[src/rtl/evenodd_pkg.sv]
// ---------------------------------------------------------------------------
// evenodd_pkg
// Shared definitions for the even/odd parity path: the generator FSM state
// type, the per-word increment and the parity encoding that the downstream
// classifier also uses.
// ---------------------------------------------------------------------------
package evenodd_pkg;

    typedef enum logic [1:0] {
        IDLE = 2'd0,
        GEN  = 2'd1,
        DONE = 2'd2
    } state_t;

    // Adding 2 keeps the LSB, so a burst never changes parity, even on wrap.
    localparam int unsigned STEP = 2;

    localparam logic PAR_EVEN = 1'b0;
    localparam logic PAR_ODD  = 1'b1;

endpackage

[src/rtl/evenodd_step_ctr.sv]
// ---------------------------------------------------------------------------
// evenodd_step_ctr
// Holds the current burst word and the number of words still to emit.
//   clk, reset   : clock, asynchronous active-low reset
//   load         : capture load_value / load_count (start of a burst)
//   advance      : one word consumed: value += STEP, remaining -= 1
//   load_value   : first word of the burst (parity already applied)
//   load_count   : burst length, must be non-zero when load is used
//   value        : current word
//   last         : current word is the final one (remaining == 1)
// ---------------------------------------------------------------------------
module evenodd_step_ctr
    import evenodd_pkg::*;
#(
    parameter int unsigned WIDTH = 8,
    parameter int unsigned CNT_W = 8
) (
    input  logic             clk,
    input  logic             reset,
    input  logic             load,
    input  logic             advance,
    input  logic [WIDTH-1:0] load_value,
    input  logic [CNT_W-1:0] load_count,
    output logic [WIDTH-1:0] value,
    output logic             last
);

    logic [CNT_W-1:0] remaining;

    always_ff @(posedge clk or negedge reset) begin
        if (!reset) begin
            value     <= '0;
            remaining <= '0;
        end else if (load) begin
            value     <= load_value;
            remaining <= load_count;
        end else if (advance) begin
            value     <= value + WIDTH'(STEP);
            remaining <= remaining - CNT_W'(1);
        end
    end

    assign last = (remaining == CNT_W'(1));

endmodule

[src/rtl/evenodd_seq_gen.sv]
// ---------------------------------------------------------------------------
// evenodd_seq_gen
// Command-driven generator: emits a burst of cmd_count words of one parity
// (all even or all odd), starting from cmd_start with its LSB forced to
// cmd_odd, stepping by 2 per accepted word, over a valid/ready output.
//   clk, reset            : clock, asynchronous active-low reset
//   cmd_valid / cmd_ready : command handshake
//   cmd_odd               : requested parity (1 = odd, 0 = even)
//   cmd_start             : seed word (LSB replaced by cmd_odd)
//   cmd_count             : words to emit (0 = no words, straight to done)
//   out_valid / out_ready : output handshake
//   data_out              : generated word
//   out_last              : current word ends the burst
//   busy                  : burst in progress (GEN or DONE)
//   done                  : one-cycle pulse at burst completion
//   err_inj               : only with EVENODD_ERR_INJ_EN defined; when high
//                           at a handshake, the next word has its LSB flipped
// ---------------------------------------------------------------------------
module evenodd_seq_gen
    import evenodd_pkg::*;
#(
    parameter int unsigned WIDTH = 8,
    parameter int unsigned CNT_W = 8
) (
    input  logic             clk,
    input  logic             reset,
    input  logic             cmd_valid,
    output logic             cmd_ready,
    input  logic             cmd_odd,
    input  logic [WIDTH-1:0] cmd_start,
    input  logic [CNT_W-1:0] cmd_count,
`ifdef EVENODD_ERR_INJ_EN
    input  logic             err_inj,
`endif
    output logic             out_valid,
    input  logic             out_ready,
    output logic [WIDTH-1:0] data_out,
    output logic             out_last,
    output logic             busy,
    output logic             done
);

    state_t           state, state_nxt;
    logic             load, advance;
    logic [WIDTH-1:0] value;
    logic             last;
    logic             err_flag;
    logic             unused_seed_lsb;

    // The seed LSB is replaced by the requested parity.
    assign unused_seed_lsb = cmd_start[0];

    assign load    = (state == IDLE) && cmd_valid && (cmd_count != '0);
    assign advance = (state == GEN) && out_ready;

    evenodd_step_ctr #(
        .WIDTH (WIDTH),
        .CNT_W (CNT_W)
    ) u_step_ctr (
        .clk        (clk),
        .reset      (reset),
        .load       (load),
        .advance    (advance),
        .load_value ({cmd_start[WIDTH-1:1], cmd_odd}),
        .load_count (cmd_count),
        .value      (value),
        .last       (last)
    );

`ifdef EVENODD_ERR_INJ_EN
    // Flip only the emitted copy; the counter sequence stays untouched.
    always_ff @(posedge clk or negedge reset) begin
        if (!reset) begin
            err_flag <= 1'b0;
        end else if (load) begin
            err_flag <= 1'b0;
        end else if (advance) begin
            err_flag <= err_inj;
        end
    end
`else
    assign err_flag = 1'b0;
`endif

    always_ff @(posedge clk or negedge reset) begin
        if (!reset) begin
            state <= IDLE;
        end else begin
            state <= state_nxt;
        end
    end

    always_comb begin
        state_nxt = state;
        cmd_ready = 1'b0;
        busy      = 1'b0;
        out_valid = 1'b0;
        out_last  = 1'b0;
        done      = 1'b0;
        data_out  = '0;
        case (state)
            IDLE: begin
                // Gated by reset so cmd_ready reads 0 while held in reset.
                cmd_ready = reset;
                if (cmd_valid) begin
                    state_nxt = (cmd_count != '0) ? GEN : DONE;
                end
            end
            GEN: begin
                busy      = 1'b1;
                out_valid = 1'b1;
                out_last  = last;
                data_out  = {value[WIDTH-1:1], value[0] ^ err_flag};
                if (out_ready && last) begin
                    state_nxt = DONE;
                end
            end
            DONE: begin
                busy      = 1'b1;
                done      = 1'b1;
                state_nxt = IDLE;
            end
            default: begin
                state_nxt = IDLE;
            end
        endcase
    end

endmodule
[config.mk]
export PLATFORM = sky130hd
export DESIGN_NAME = evenodd_seq_gen
export DESIGN_NICKNAME = d
export VERILOG_FILES = /design/src/rtl/evenodd_pkg.sv /design/src/rtl/evenodd_step_ctr.sv /design/src/rtl/evenodd_seq_gen.sv
export SDC_FILE = /design/constraint.sdc
export NUM_CORES = 1
export LEC_CHECK = 0
export BUFFER_PORTS_ARGS = -buffer_cell sky130_fd_sc_hd__buf_4
export CORE_MARGIN = 2
export CORE_UTILIZATION = 40
export DETAILED_ROUTE_END_ITERATION = 7
export HOLD_SLACK_MARGIN = 0.1
export PLACE_DENSITY = 0.6
export RECOVER_POWER = 25
export SLEW_MARGIN = 10
export SYNTH_ARGS = -nofsm -noshare
export SYNTH_HDL_FRONTEND = slang
export SYNTH_HIERARCHICAL = 1
export SYNTH_SLANG_ARGS = --single-unit
export TNS_END_PERCENT = 100
[constraint.sdc]
create_clock -name clk -period 3.08 [get_ports clk]
set_input_delay 0.462 -clock clk [delete_from_list [all_inputs] [get_ports clk]]
set_output_delay 0.462 -clock clk [all_outputs]
set_load 0.01 [all_outputs]
-- After elaboration in Yosys (flattened, before gate mapping)
Index checks and enable logic that the tools add are counted.
W data, S select, Z words.
- flip-flop bits (word level): 18
- bits in latches: 0
- bits in writable memories: 0
- memory bits (read-only): 0
- input port bits: 21
- output and inout port bits: 13
- logic and storage cells: 33
- memories: 0
- $add $sub $neg: 2
- multiply operators: 0
- div/mod/pow operators: 0
- magnitude comparators: 0
- equality and inequality tests: 5
- shift-type cells: 0
- multiplexer cells: 14
- bitwise operators: 0
- reductions and logical operators: 9
- operators by type and width (cell ; count):
    $mux W8 ; 5
    $add A8 B2 Y8 const B ; 1
    $eq A8 B1 Y1 const B ; 1
    $reduce_bool A8 Y1 ; 1
    $sub A8 B1 Y8 const B ; 1
    $mux W2 ; 3
    $mux W1 ; 5
    $logic_and A1 B1 Y1 ; 4
    $pmux W2 S2 ; 1
    $eq A2 B1 Y1 const B ; 1
    $eq A2 B2 Y1 const B ; 1
    $logic_not A2 Y1 ; 1
    $ne A2 B1 Y1 const B ; 1
    $ne A2 B2 Y1 const B ; 1
    $reduce_and A2 Y1 ; 1
    $reduce_bool A2 Y1 ; 1
    $reduce_or A2 Y1 ; 1

-- Logic depth before layout (Yosys ltp)
Gate-level depths: netlist of run 1.
- depth in word-level cells: 4
- mapped depth: 8
- mapped depth without buffers: 7

-- Modules after synthesis
Netlist of run 1, hierarchy kept.
- modules (own cells, without submodules) (module ; instances ; cells each ; area an instance (um2) ; sequential area each (um2)):
    evenodd_step_ctr ; 1 ; 94 ; 898.4 ; 400.4
    evenodd_seq_gen ; 1 ; 32 ; 260.2 ; 50.0

-- Worst setup path after synthesis of run 1
Ideal clock, no wire load.
- path kind: reg-to-reg
- start point: reg state[1]
- end point: reg u_step_ctr.remaining[5]
- library setup time: 0.124 ns
- arrival time: 2.039 ns
- required time: 2.956 ns
- slack: 0.917 ns
- cell stages (with the launch flop): 8
- buffers on the path: 1
- clock period less this slack: 2.163 ns
- path through: dfrtp_1 inv_1 ha_1 clkbuf_1 and2_1 or4b_4 o31a_1 o31a_1
- elaborated cells between the ends (all ways): 7
- those cells by class: 1 x eq/ne; 1 x mux; 5 x reduce/logical
- RTL lines (what ; line ; text):
    start: declaration ; evenodd_seq_gen.sv:43 ; state_t state, state_nxt;
    start signal: assignment ; evenodd_seq_gen.sv:89 ; state <= state_nxt;
    $eq A2 B1 Y1 ; evenodd_seq_gen.sv:54 ; assign advance = (state == GEN) && out_ready;
    $logic_and A1 B1 Y1 ; evenodd_seq_gen.sv:54 ;
    via advance ; evenodd_seq_gen.sv:44 ; logic load, advance;
    $reduce_bool A2 Y1 (no line) ; - ;
    end signal: assignment ; evenodd_step_ctr.sv:36 ; remaining <= load_count;
    end signal: assignment ; evenodd_step_ctr.sv:39 ; remaining <= remaining - CNT_W'(1);
    end: declaration ; evenodd_step_ctr.sv:28 ; logic [CNT_W-1:0] remaining;
The timed path passes the listed nets, and every way through them passes these cells.
A chain may end at the register's enable or synchronous reset.

-- Final worst setup path of run 1
- start point: in reset
- end point: out cmd_ready
- word-level cells in the longest chain between the ends: 1
- RTL lines (what ; line ; text):
    start: declaration ; evenodd_seq_gen.sv:26 ; input logic reset,
    $mux W1 ; evenodd_seq_gen.sv:101 ; case (state)
    end: declaration ; evenodd_seq_gen.sv:28 ; output logic cmd_ready,
No other way between the ends.

==> summary.txt, run 1 <==
Run status
  – Outcome: completed

Clock network
  – CTS max path bufs: 2
  – CTS root buf: clkbuf_4
  – CTS buffer count: 3
  – Clock latency on the worst-skew pair: ~0.30 ns
  – CTS tree: done
  – Sink Count: 18
  – Clk pin slew, worst setup/hold paths: approximately 0.11 ns
  – Post-CTS setup buffer count: 0
  – Htree depth: 1

Routing
  – Number of vias in the routed layout: 1,002
  – Vias per cell: about 5.2
  – Final WL: ~2500 µm
  – DRT iter0 DRCs: 25
  – DRT Pass-1 Iters: 4
  – Antenna-violating nets left: 0
  – Routed WL per cell: ~13 µm
  – DRC viols: 0

Setup path
  – Crit end category: primary output
  – Startpoint types: primary input
  – WP data required: between 2 and 3 ns
  – CP arrival: 2.11 ns
  – CP Max Fanout: 19
  – CP Class: in2out
  – Reg-to-Reg Start: state[1]$_DFFE_PN0P_
  – Crit path from: reset

Timing
  – Endpoints failing hold: 0
  – Worst hold margin: 0.365 ns
  – Setup TNS: 0 ns
  – RSZ-0062 raised after global routing: no
  – Max Slew Vio Count: 0
  – # setup viols final: 0
  – Final min period: 2.58 ns
  – Fmax: 388 MHz
  – Slew at the pin closest to its max-slew limit: 1.06 ns
  – Rel. slew slack: around 29%
  – Setup ws final: between 0.5 and 0.6 ns
  – Period utilisation layout: 83.6%
  – Clk_skew: between 0.006 and 0.007 ns

Placement
  – Placed cell areas: between 1000 and 1500 µm²
  – Hpwl dp: between 1500 and 2000 µm
  – # port buffers: 32
  – Placed cells: around 190
  – Routability cong.: around 0.78
  – DP Worst Slack: 0.693 ns

Floorplanning
  – Core Region: ~2800 µm²
  – Row cnt: 19
  – Die width: between 50 and 60 µm
  – Die ar.: 3340 µm²
  – Ports: 34
  – Die height: about 58 µm
  – Initial core utilization: a little over two fifths

GRT
  – First-pass GRT wire length: about 4300 µm
  – Gr usage total: between 10% and 20%
  – Number of global-route vias before repair: approximately 970
  – Initial antenna violation count: 0
  – Largest net degree at the start of global routing: 23
  – Total global routing overflow: 0

Synth
  – Largest family of logic cells by synthesized area: simple AND/OR/NAND/NOR gates
  – Syn Std Cell Area: 1160 µm²
  – Cell variety after synth: 33
  – Syn_area_per_cell: 9.20 µm²
  – Flop and latch count out of synthesis: 18
  – Seq/Total Area, Yosys: between 30% and 40%
  – Multiplexer share of the synthesized area: 2.81%
  – Ys Warns: 6
  – Simple-Gate Fraction of Synth Area: around a third
  – Adder-cell share of the synthesized area: between 6 and 7%
  – Syn_nets: roughly 150
  – Synth Instances: 126
  – Share of the synthesized area in the top cell type: 38.9%
  – Synth Area in Compound Gates: a little over a tenth
  – Yosys top cell by area: dfrtp_1
  – Ranking of synthesized cells by area: dfrtp_1 (39%), ha_1 (6.5%), o21ai_0 (6.5%), and2_1 (5.9%), nand2_1 (5.5%)
  – Post-synthesis xor/xnor area fraction: 6.05%

Final layout
  – Share of cells above drive strength 1: between 20% and 30%
  – Most frequent cells in the layout: buf_4 (33), dfrtp_1 (18), nand2_1 (17)
  – Fin util: 53.4%
  – Final Non-Filler Cells: 191
  – Cell area after layout: about 1500 µm²
  – Most common cell after layout, fill and taps aside: buf_4
  – Antenna cell count: 0
  – Area Overhead vs Synth: 27.2%
  – # nets final: between 150 and 200

Power
  – Maximum vdd drop: between 500 and 600 µV
  – Total power draw: around 1.2 mW
  – Pwr Density: about 800 nW/µm²
  – Static Leak: approximately 0.65 nW

Job
  – Max-Cap Viols: 0

Min path
  – Worst hold start: cmd_start[5]
  – Hold/Removal Path Class: in2reg
## state kept, by name, indices dropped and copies added, names as in the netlist
| name | cells |
|---|---|
| u_step_ctr/remaining | 8 |
| u_step_ctr/value | 8 |
| state | 2 |
## routing by layer
| metal | up-vias | global-route usage, % | part of all wire [%] |
|---|---|---|---|
| li1 | 512 | - | - |
| met1 | 466 | 21.5 | 46 |
| met2 | 22 | 27.9 | 48 |
| met3 | 2 | 2.23 | 4.3 |
| met4 | 0 | 3.99 | 0.75 |
| met5 | - | 0 | 0 |
## synth_stat cells, drive strengths merged
library cell and instances:
a21boi 1, or3 1, nand4 2, or4 7, nand3b 1, nor2b 5, and2 11, buf 2
inv 5, mux2 2, dfrtp 18, mux2i 1, nand2 17, or4b 1, nor4 1, nand3 7
o21ai 16, xnor2 4, xor2 4, or2 1, ha 6, nor4bb 1, o311a 1, nand2b 1
clkbuf 3, nor4b 2, o31ai 1, o31a 2, nor2 2
## power by group
part	switching [mW]	total, mW	internal, mW
Combinational	0.273	0.570	0.298
Sequential	0.124	0.475	0.351
Clock	0.0808	0.153	0.0720
## layout make-up
class / instances / area [µm²]
multi-input cells: 98 / 668
inverters: 5 / 18.8
repair buffers: 35 / 262
fillers: 280 / 1280
clock buffers: 4 / 36.3
well taps: 31 / 38.8
flip-flops and latches: 18 / 450
## worst paths after layout
path	to	slack (ns)	cells past startpoint
max	cmd_ready	0.50	4
min	u_step_ctr/value[5]$_DFFE_PN0N_	0.36	3
max reg2reg	u_step_ctr/remaining[5]$_DFFE_PN0N_	0.69	7
min reg2reg	u_step_ctr/value[0]$_DFFE_PN0P_	0.52	1
max in group asynchronous	u_step_ctr/value[4]$_DFFE_PN0N_	1.59	2
min in group asynchronous	u_step_ctr/remaining[6]$_DFFE_PN0N_	0.86	2
## kinds of logic (layout without fill, tap and decap cells)
family / count (synthesis) / after routing
AO/OA/AOI/OAI: 21 / 21
XOR/XNOR: 8 / 8
adder cells (fa/ha/maj): 6 / 6
buffers and inverters: 10 / 44
flip-flops: 18 / 18
multiplexers: 3 / 3
AND/OR/NAND/NOR: 60 / 60
## repair_timing
| item | CTS | global route |
|---|---|---|
| setup endpoints to repair | 0 | 0 |
| hold buffers | 1 | 0 |
| hold endpoints to repair | 18 | 0 |
| resized for setup | 0 | 0 |
## worst max-delay path, stage by stage
cell           delay, ns
dlygate4sd3_1       0.52
clkbuf_1            0.79
and2_1              0.23
buf_4               0.12
Note: power is estimated with default switching activity, not from simulation.
==> run 2, diff against run 1 <==
==> constraint.sdc (replaced) <==
create_clock -name clk -period 2.7 [get_ports clk]
set_input_delay 0.405 -clock clk [delete_from_list [all_inputs] [get_ports clk]]
set_output_delay 0.405 -clock clk [all_outputs]
set_load 0.01 [all_outputs]
==> summary.txt, run 2 (synthesized netlist as in run 1, its figures left out) <==
Final layout
  – Layout fillers: 271 (was 280)
  – Antenna cell count: 0 (unchanged)
  – Area Overhead vs Synth: 27.5% (was 27.2%)
  – Most frequent cells in the layout: buf_4 (34), dfrtp_1 (18), nand2_1 (17) (was buf_4 (33), dfrtp_1 (18), nand2_1 (17))
  – Sequential cell area: 450 µm² (unchanged)
  – Share of cells above drive strength 1: 30.0% (was 29.4%)
  – Biggest regs: u_step_ctr/remaining x8, u_step_ctr/value x8, state x2 (unchanged)
  – Most common cell after layout, fill and taps aside: buf_4 (unchanged)
  – Multi-input gate area: 668 µm² (unchanged)
  – # nets final: 188 (unchanged)

Min path
  – Hold/Removal Path Class: in2reg (unchanged)

Floorplanning
  – Die ar.: 3340 µm² (unchanged)
  – Die width: 57.8 µm (unchanged)
  – Die height: 57.8 µm (unchanged)
  – Ports: 34 (unchanged)
  – Initial core utilization: 42.0% (unchanged)
  – Core Region: 2760 µm² (unchanged)
  – Row cnt: 19 (unchanged)

Setup path
  – Slowest stage delay, CP: 0.54 ns (was 0.79 ns)
  – R2R Setup Slk: 0.45 ns (was 0.69 ns)
  – WP data required: 2.30 ns (was 2.62 ns)
  – Worst path bufs/invs: 1 (was 3)
  – Crit path from: u_step_ctr/remaining[4]$_DFFE_PN0N_ (was reset)
  – Crit end category: primary output (unchanged)
  – Reg-to-Reg Start: state[1]$_DFFE_PN0P_ (unchanged)
  – CP Max Fanout: 5 (was 19)
  – End of the worst register-to-register path: u_step_ctr/remaining[5]$_DFFE_PN0N_ (unchanged)
  – Startpoint types: flop (was primary input)
  – Crit path depth: 4 (unchanged)
  – Crit-path cells: or4_4, nor4b_1, and2_1, buf_4 (was dlygate4sd3_1, clkbuf_1, and2_1, buf_4)
  – CP arrival: 2.00 ns (was 2.11 ns)
  – CP Capture Point: out_last (was cmd_ready)
  – CP max stage cell: or4_4 (was clkbuf_1)
  – Crit-path leading delay family: simple AND/OR/NAND/NOR gates (was buffers and inverters)
  – CP Class: reg2out (was in2out)
  – Worst r2r path cells: 6 (was 7)

Timing
  – Rel. slew slack: 47.9% (was 29.3%)
  – Slew at the pin closest to its max-slew limit: 0.781 ns (was 1.06 ns)
  – RSZ-0062 raised after global routing: no (unchanged)
  – Worst hold margin: 0.306 ns (was 0.365 ns)
  – # setup viols final: 0 (unchanged)
  – Fmax: approximately 420 MHz
  – Max Slew Vio Count: 0 (unchanged)
  – Final min period: 2.41 ns
  – Endpoints failing hold: 0 (unchanged)
  – Setup TNS: 0 ns (unchanged)
  – Clk_skew: 0.00480 ns (was 0.00608 ns)
  – Period utilisation layout: 89.2%

Clock network
  – CTS tree: done (unchanged)
  – Clk pin slew, worst setup/hold paths: 0.10 ns (was 0.11 ns)
  – Clock latency on the worst-skew pair: 0.30 ns (about the same)
  – Htree depth: 1 (unchanged)
  – PostCTS Resize Cnt: 0 (unchanged)
  – CTS root buf: clkbuf_4 (unchanged)
  – CTS max path bufs: 2 (unchanged)
  – Sink Count: 18 (unchanged)
  – Post-CTS setup buffer count: 0 (unchanged)
  – CTS buffer count: 3 (unchanged)
  – Hold buffer count at CTS: 1 (unchanged)

Routing
  – Routed WL per cell: 13.3 µm (was 13.2 µm)
  – Number of vias in the routed layout: 1,005 (was 1,002)
  – Final WL: 2540 µm (was 2530 µm)
  – DRC viols: 0 (unchanged)
  – DRT Pass-1 Iters: 5 (was 4)
  – DRT iter0 DRCs: 26 (was 25)
  – Antenna-violating nets left: 0 (unchanged)
  – Vias per cell: 5.26 (was 5.25)

Power
  – Maximum vdd drop: 673 µV (was 516 µV)
  – Static Leak: 0.654 nW (was 0.651 nW)
  – Pwr Density: 925 nW/µm² (was 813 nW/µm²)

Placement
  – Hpwl dp: 1880 µm (was 1870 µm)
  – # port buffers: 32 (unchanged)
  – Routability cong.: 0.798 (was 0.782)

GRT
  – Initial antenna violation count: 0 (unchanged)
  – Number of global-route vias before repair: 992 (was 967)
  – Total global routing overflow: 0 (unchanged)
  – Largest net degree at the start of global routing: 24 (was 23)
  – First-pass GRT wire length: 4460 µm (was 4250 µm)
  – Gr usage total: 17.2% (was 16.2%)

Job
  – Max-Cap Viols: 0 (unchanged)

Run status
  – Outcome: completed (unchanged)
==> run 2: changes by cell type in the layout (fill, tap and decap cells not counted), sizes merged <==
cell and change:
buf +1, clkbuf -1
==> run 2: worst register-to-register path, stage by stage, from the launching register on <==
cell and delay, ns:
dfrtp_1 0.39, inv_1 0.09, ha_1 0.42, and2_1 0.23, or4b_4 0.49, o31a_1 0.25, o31a_1 0.27
==> run 2: worst min-delay path by stage <==
stage | from | endpoint | slack, ns | depth (start not counted)
2_1_floorplan | reset | state[0]$_DFFE_PN0P_ | 0.11 | 0
3_3_place_gp | reset | u_step_ctr/remaining[6]$_DFFE_PN0N_ | 0.30 | 1
5_1_grt | cmd_start[7] | u_step_ctr/value[7]$_DFFE_PN0N_ | 0.29 | 3
6_report | cmd_start[5] | u_step_ctr/value[5]$_DFFE_PN0N_ | 0.31 | 3
4_1_cts | cmd_start[5] | u_step_ctr/value[5]$_DFFE_PN0N_ | 0.29 | 3
3_5_place_dp | reset | u_step_ctr/remaining[5]$_DFFE_PN0N_ | 0.30 | 1
==> run 2: routing by layer <==
layer | global-route usage (%) | share of wire (%)
met1 | 23.6 | 50
met2 | 27.8 | 45
met3 | 4.69 | 4.8
met4 | 2.99 | 0.63
met5 | 0 | 0
==> run 2: where the power goes <==
part | total, mW | internal, mW | switching (mW)
logic | 0.655 | 0.340 | 0.315
registers | 0.542 | 0.400 | 0.142
clock network | 0.169 | 0.0822 | 0.0869
==> run 2: metrics by stage <==
stage	utilization [%]	instances	area [µm²]	total power, mW	setup WS (ns)
2_1_floorplan	-	126	1160	0.968	0.537
3_3_place_gp	51.9	186	1430	1.18	0.528
3_5_place_dp	51.9	186	1430	1.21	0.460
4_1_cts	53.6	191	1480	1.39	0.287
5_1_grt	53.6	191	1480	1.50	0.154
6_report	53.6	191	1480	1.37	0.291
==> run 2: cell type report <==
type | instances | area share (%)
repair buffers | 35 | 18.0
flip-flops and latches | 18 | 30.5
inverters | 5 | 1.27
well taps | 31 | 2.62
multi-input cells | 98 | 45.2
clock buffers | 4 | 2.46
==> run 3, diff against run 2 <==
==> constraint.sdc (replaced) <==
create_clock -name clk -period 2.7 [get_ports clk]
set_input_delay 0.405 -clock clk [delete_from_list [all_inputs] [get_ports clk]]
set_output_delay 0.405 -clock clk [all_outputs]
set_load 0.05 [all_outputs]
==> summary.txt, run 3 (synthesized netlist as in run 1, its figures left out) <==
Final layout
  – Most common cell after layout, fill and taps aside: buf_4 (unchanged)
  – # nets final: 188 (unchanged)
  – Final Non-Filler Cells: 190 (was 191)
  – Most frequent cells in the layout: buf_4 (34), dfrtp_1 (18), nand2_1 (17) (unchanged)
  – Area Overhead vs Synth: 26.3% (was 27.5%)
  – Cell area after layout: 1460 µm² (was 1480 µm²)
  – Share of cells above drive strength 1: 29.6% (was 30.0%)
  – Antenna cell count: 0 (unchanged)
  – Layout fillers: 266 (was 271)
  – Biggest regs: u_step_ctr/remaining x8, u_step_ctr/value x8, state x2 (unchanged)

Timing
  – Final min period: 2.42 ns (was 2.41 ns)
  – Clk_skew: 0.00643 ns (was 0.00480 ns)
  – # setup viols final: 0 (unchanged)
  – Endpoints failing hold: 0 (unchanged)
  – Slew at the pin closest to its max-slew limit: 0.778 ns (was 0.781 ns)
  – Period utilisation layout: 89.6% (was 89.2%)
  – RSZ-0062 raised after global routing: no (unchanged)
  – Max Slew Vio Count: 0 (unchanged)
  – Rel. slew slack: 48.1% (was 47.9%)
  – Setup TNS: 0 ns (unchanged)
  – Fmax: 413 MHz (was 415 MHz)

Floorplanning
  – Row cnt: 19 (unchanged)
  – Initial core utilization: 42.0% (unchanged)
  – Die width: 57.8 µm (unchanged)
  – Die ar.: 3340 µm² (unchanged)
  – Die height: 57.8 µm (unchanged)
  – Ports: 34 (unchanged)
  – Core Region: 2760 µm² (unchanged)

Placement
  – Placed cell areas: 1430 µm² (unchanged)
  – Hpwl dp: 1920 µm (was 1880 µm)
  – # port buffers: 32 (unchanged)
  – Placed cells: 186 (unchanged)
  – Routability cong.: 0.785 (was 0.798)

Clock network
  – PostCTS Resize Cnt: 0 (unchanged)
  – CTS root buf: clkbuf_4 (unchanged)
  – Clk pin slew, worst setup/hold paths: 0.11 ns (was 0.10 ns)
  – CTS buffer count: 3 (unchanged)
  – Sink Count: 18 (unchanged)
  – Htree depth: 1 (unchanged)
  – CTS tree: done (unchanged)
  – CTS max path bufs: 2 (unchanged)
  – Clock latency on the worst-skew pair: 0.29 ns (was 0.30 ns)

Routing
  – Routed WL per cell: 13.4 µm (was 13.3 µm)
  – DRT Pass-1 Iters: 4 (was 5)
  – Number of vias in the routed layout: 994 (was 1,005)
  – DRT iter0 DRCs: 27 (was 26)
  – Vias per cell: 5.23 (was 5.26)
  – Antenna-violating nets left: 0 (unchanged)
  – DRC viols: 0 (unchanged)
  – Final WL: 2540 µm (about the same)

Run status
  – Outcome: completed (unchanged)

Setup path
  – CP Max Fanout: 5 (unchanged)
  – Startpoint types: flop (unchanged)
  – CP arrival: 2.01 ns (was 2.00 ns)
  – Crit end category: primary output (unchanged)
  – CP Class: reg2out (unchanged)
  – WP data required: 2.30 ns (about the same)

GRT
  – Gr usage total: 17.3% (was 17.2%)
  – Number of global-route vias before repair: 1,019 (was 992)
  – First-pass GRT wire length: 4570 µm (was 4460 µm)
  – Total global routing overflow: 0 (unchanged)
  – Initial antenna violation count: 0 (unchanged)
  – Largest net degree at the start of global routing: 24 (unchanged)

Power
  – Static Leak: 0.647 nW (was 0.654 nW)
  – Pwr Density: 1050 nW/µm² (was 925 nW/µm²)
  – Maximum vdd drop: 796 µV (was 673 µV)

Job
  – Max-Cap Viols: 0 (unchanged)

Min path
  – Hold/Removal Path Class: in2reg (unchanged)
## run 3: changes by cell type in the layout (fill, tap and decap cells not counted)
cell,delta
clkbuf_8,-1
## run 3: final timing paths
check / slack (ns) / end / start / depth (start not counted)
max: 0.28 / out_last / u_step_ctr/remaining[4]$_DFFE_PN0N_ / 4
min: 0.31 / u_step_ctr/value[5]$_DFFE_PN0N_ / cmd_start[5] / 3
max reg2reg: 0.47 / u_step_ctr/remaining[5]$_DFFE_PN0N_ / state[1]$_DFFE_PN0P_ / 6
min reg2reg: 0.52 / u_step_ctr/value[0]$_DFFE_PN0P_ / u_step_ctr/value[0]$_DFFE_PN0P_ / 1
max in group asynchronous: 1.99 / u_step_ctr/remaining[1]$_DFFE_PN0N_ / reset / 2
min in group asynchronous: 0.51 / u_step_ctr/value[7]$_DFFE_PN0N_ / reset / 2
## run 3: through the flow
stage / setup WS (ns) / hold slack (ns) / utilization (%) / power [mW]
3_3_place_gp: 0.526 / 0.297 / 51.9 / 1.38
2_1_floorplan: 0.238 / 0.109 / - / 1.17
6_report: 0.281 / 0.308 / 53.1 / 1.53
3_5_place_dp: 0.485 / 0.298 / 51.9 / 1.41
5_1_grt: 0.180 / 0.307 / 53.1 / 1.67
4_1_cts: 0.264 / 0.304 / 53.1 / 1.55
## run 3: where the power goes
group / internal (mW) / switching [mW]
sequential: 0.400 / 0.143
clock: 0.0518 / 0.0859
combinational: 0.346 / 0.507
total: 0.798 / 0.736
## run 3: per-layer routing
layer	vias to the layer above	track usage, %	wire, µm
li1	509	-	-
met1	463	24.0	1260
met2	20	28.9	1170
met3	2	2.23	97
met4	0	3.99	13
met5	-	0	0
## run 3: timing repair
item	in CTS	in global routing
hold buffers	1	0
hold endpoints to repair	18	0
setup buffers	0	0
## run 3: area by class of cell
class	count	area [µm²]	area share, %
Sequential cell	18	450	30.8
Clock buffer	3	22.5	1.54
Multi-Input combinational cell	98	668	45.6
Timing Repair Buffer	35	265	18.1
Tap cell	31	38.8	2.65
Inverter	5	18.8	1.28
## run 3: worst max-delay path, cell delays in order, from the launching register on
cell	delay, ns
dfrtp_1	0.45
or4_4	0.54
nor4b_1	0.36
and2_1	0.18
buf_4	0.19
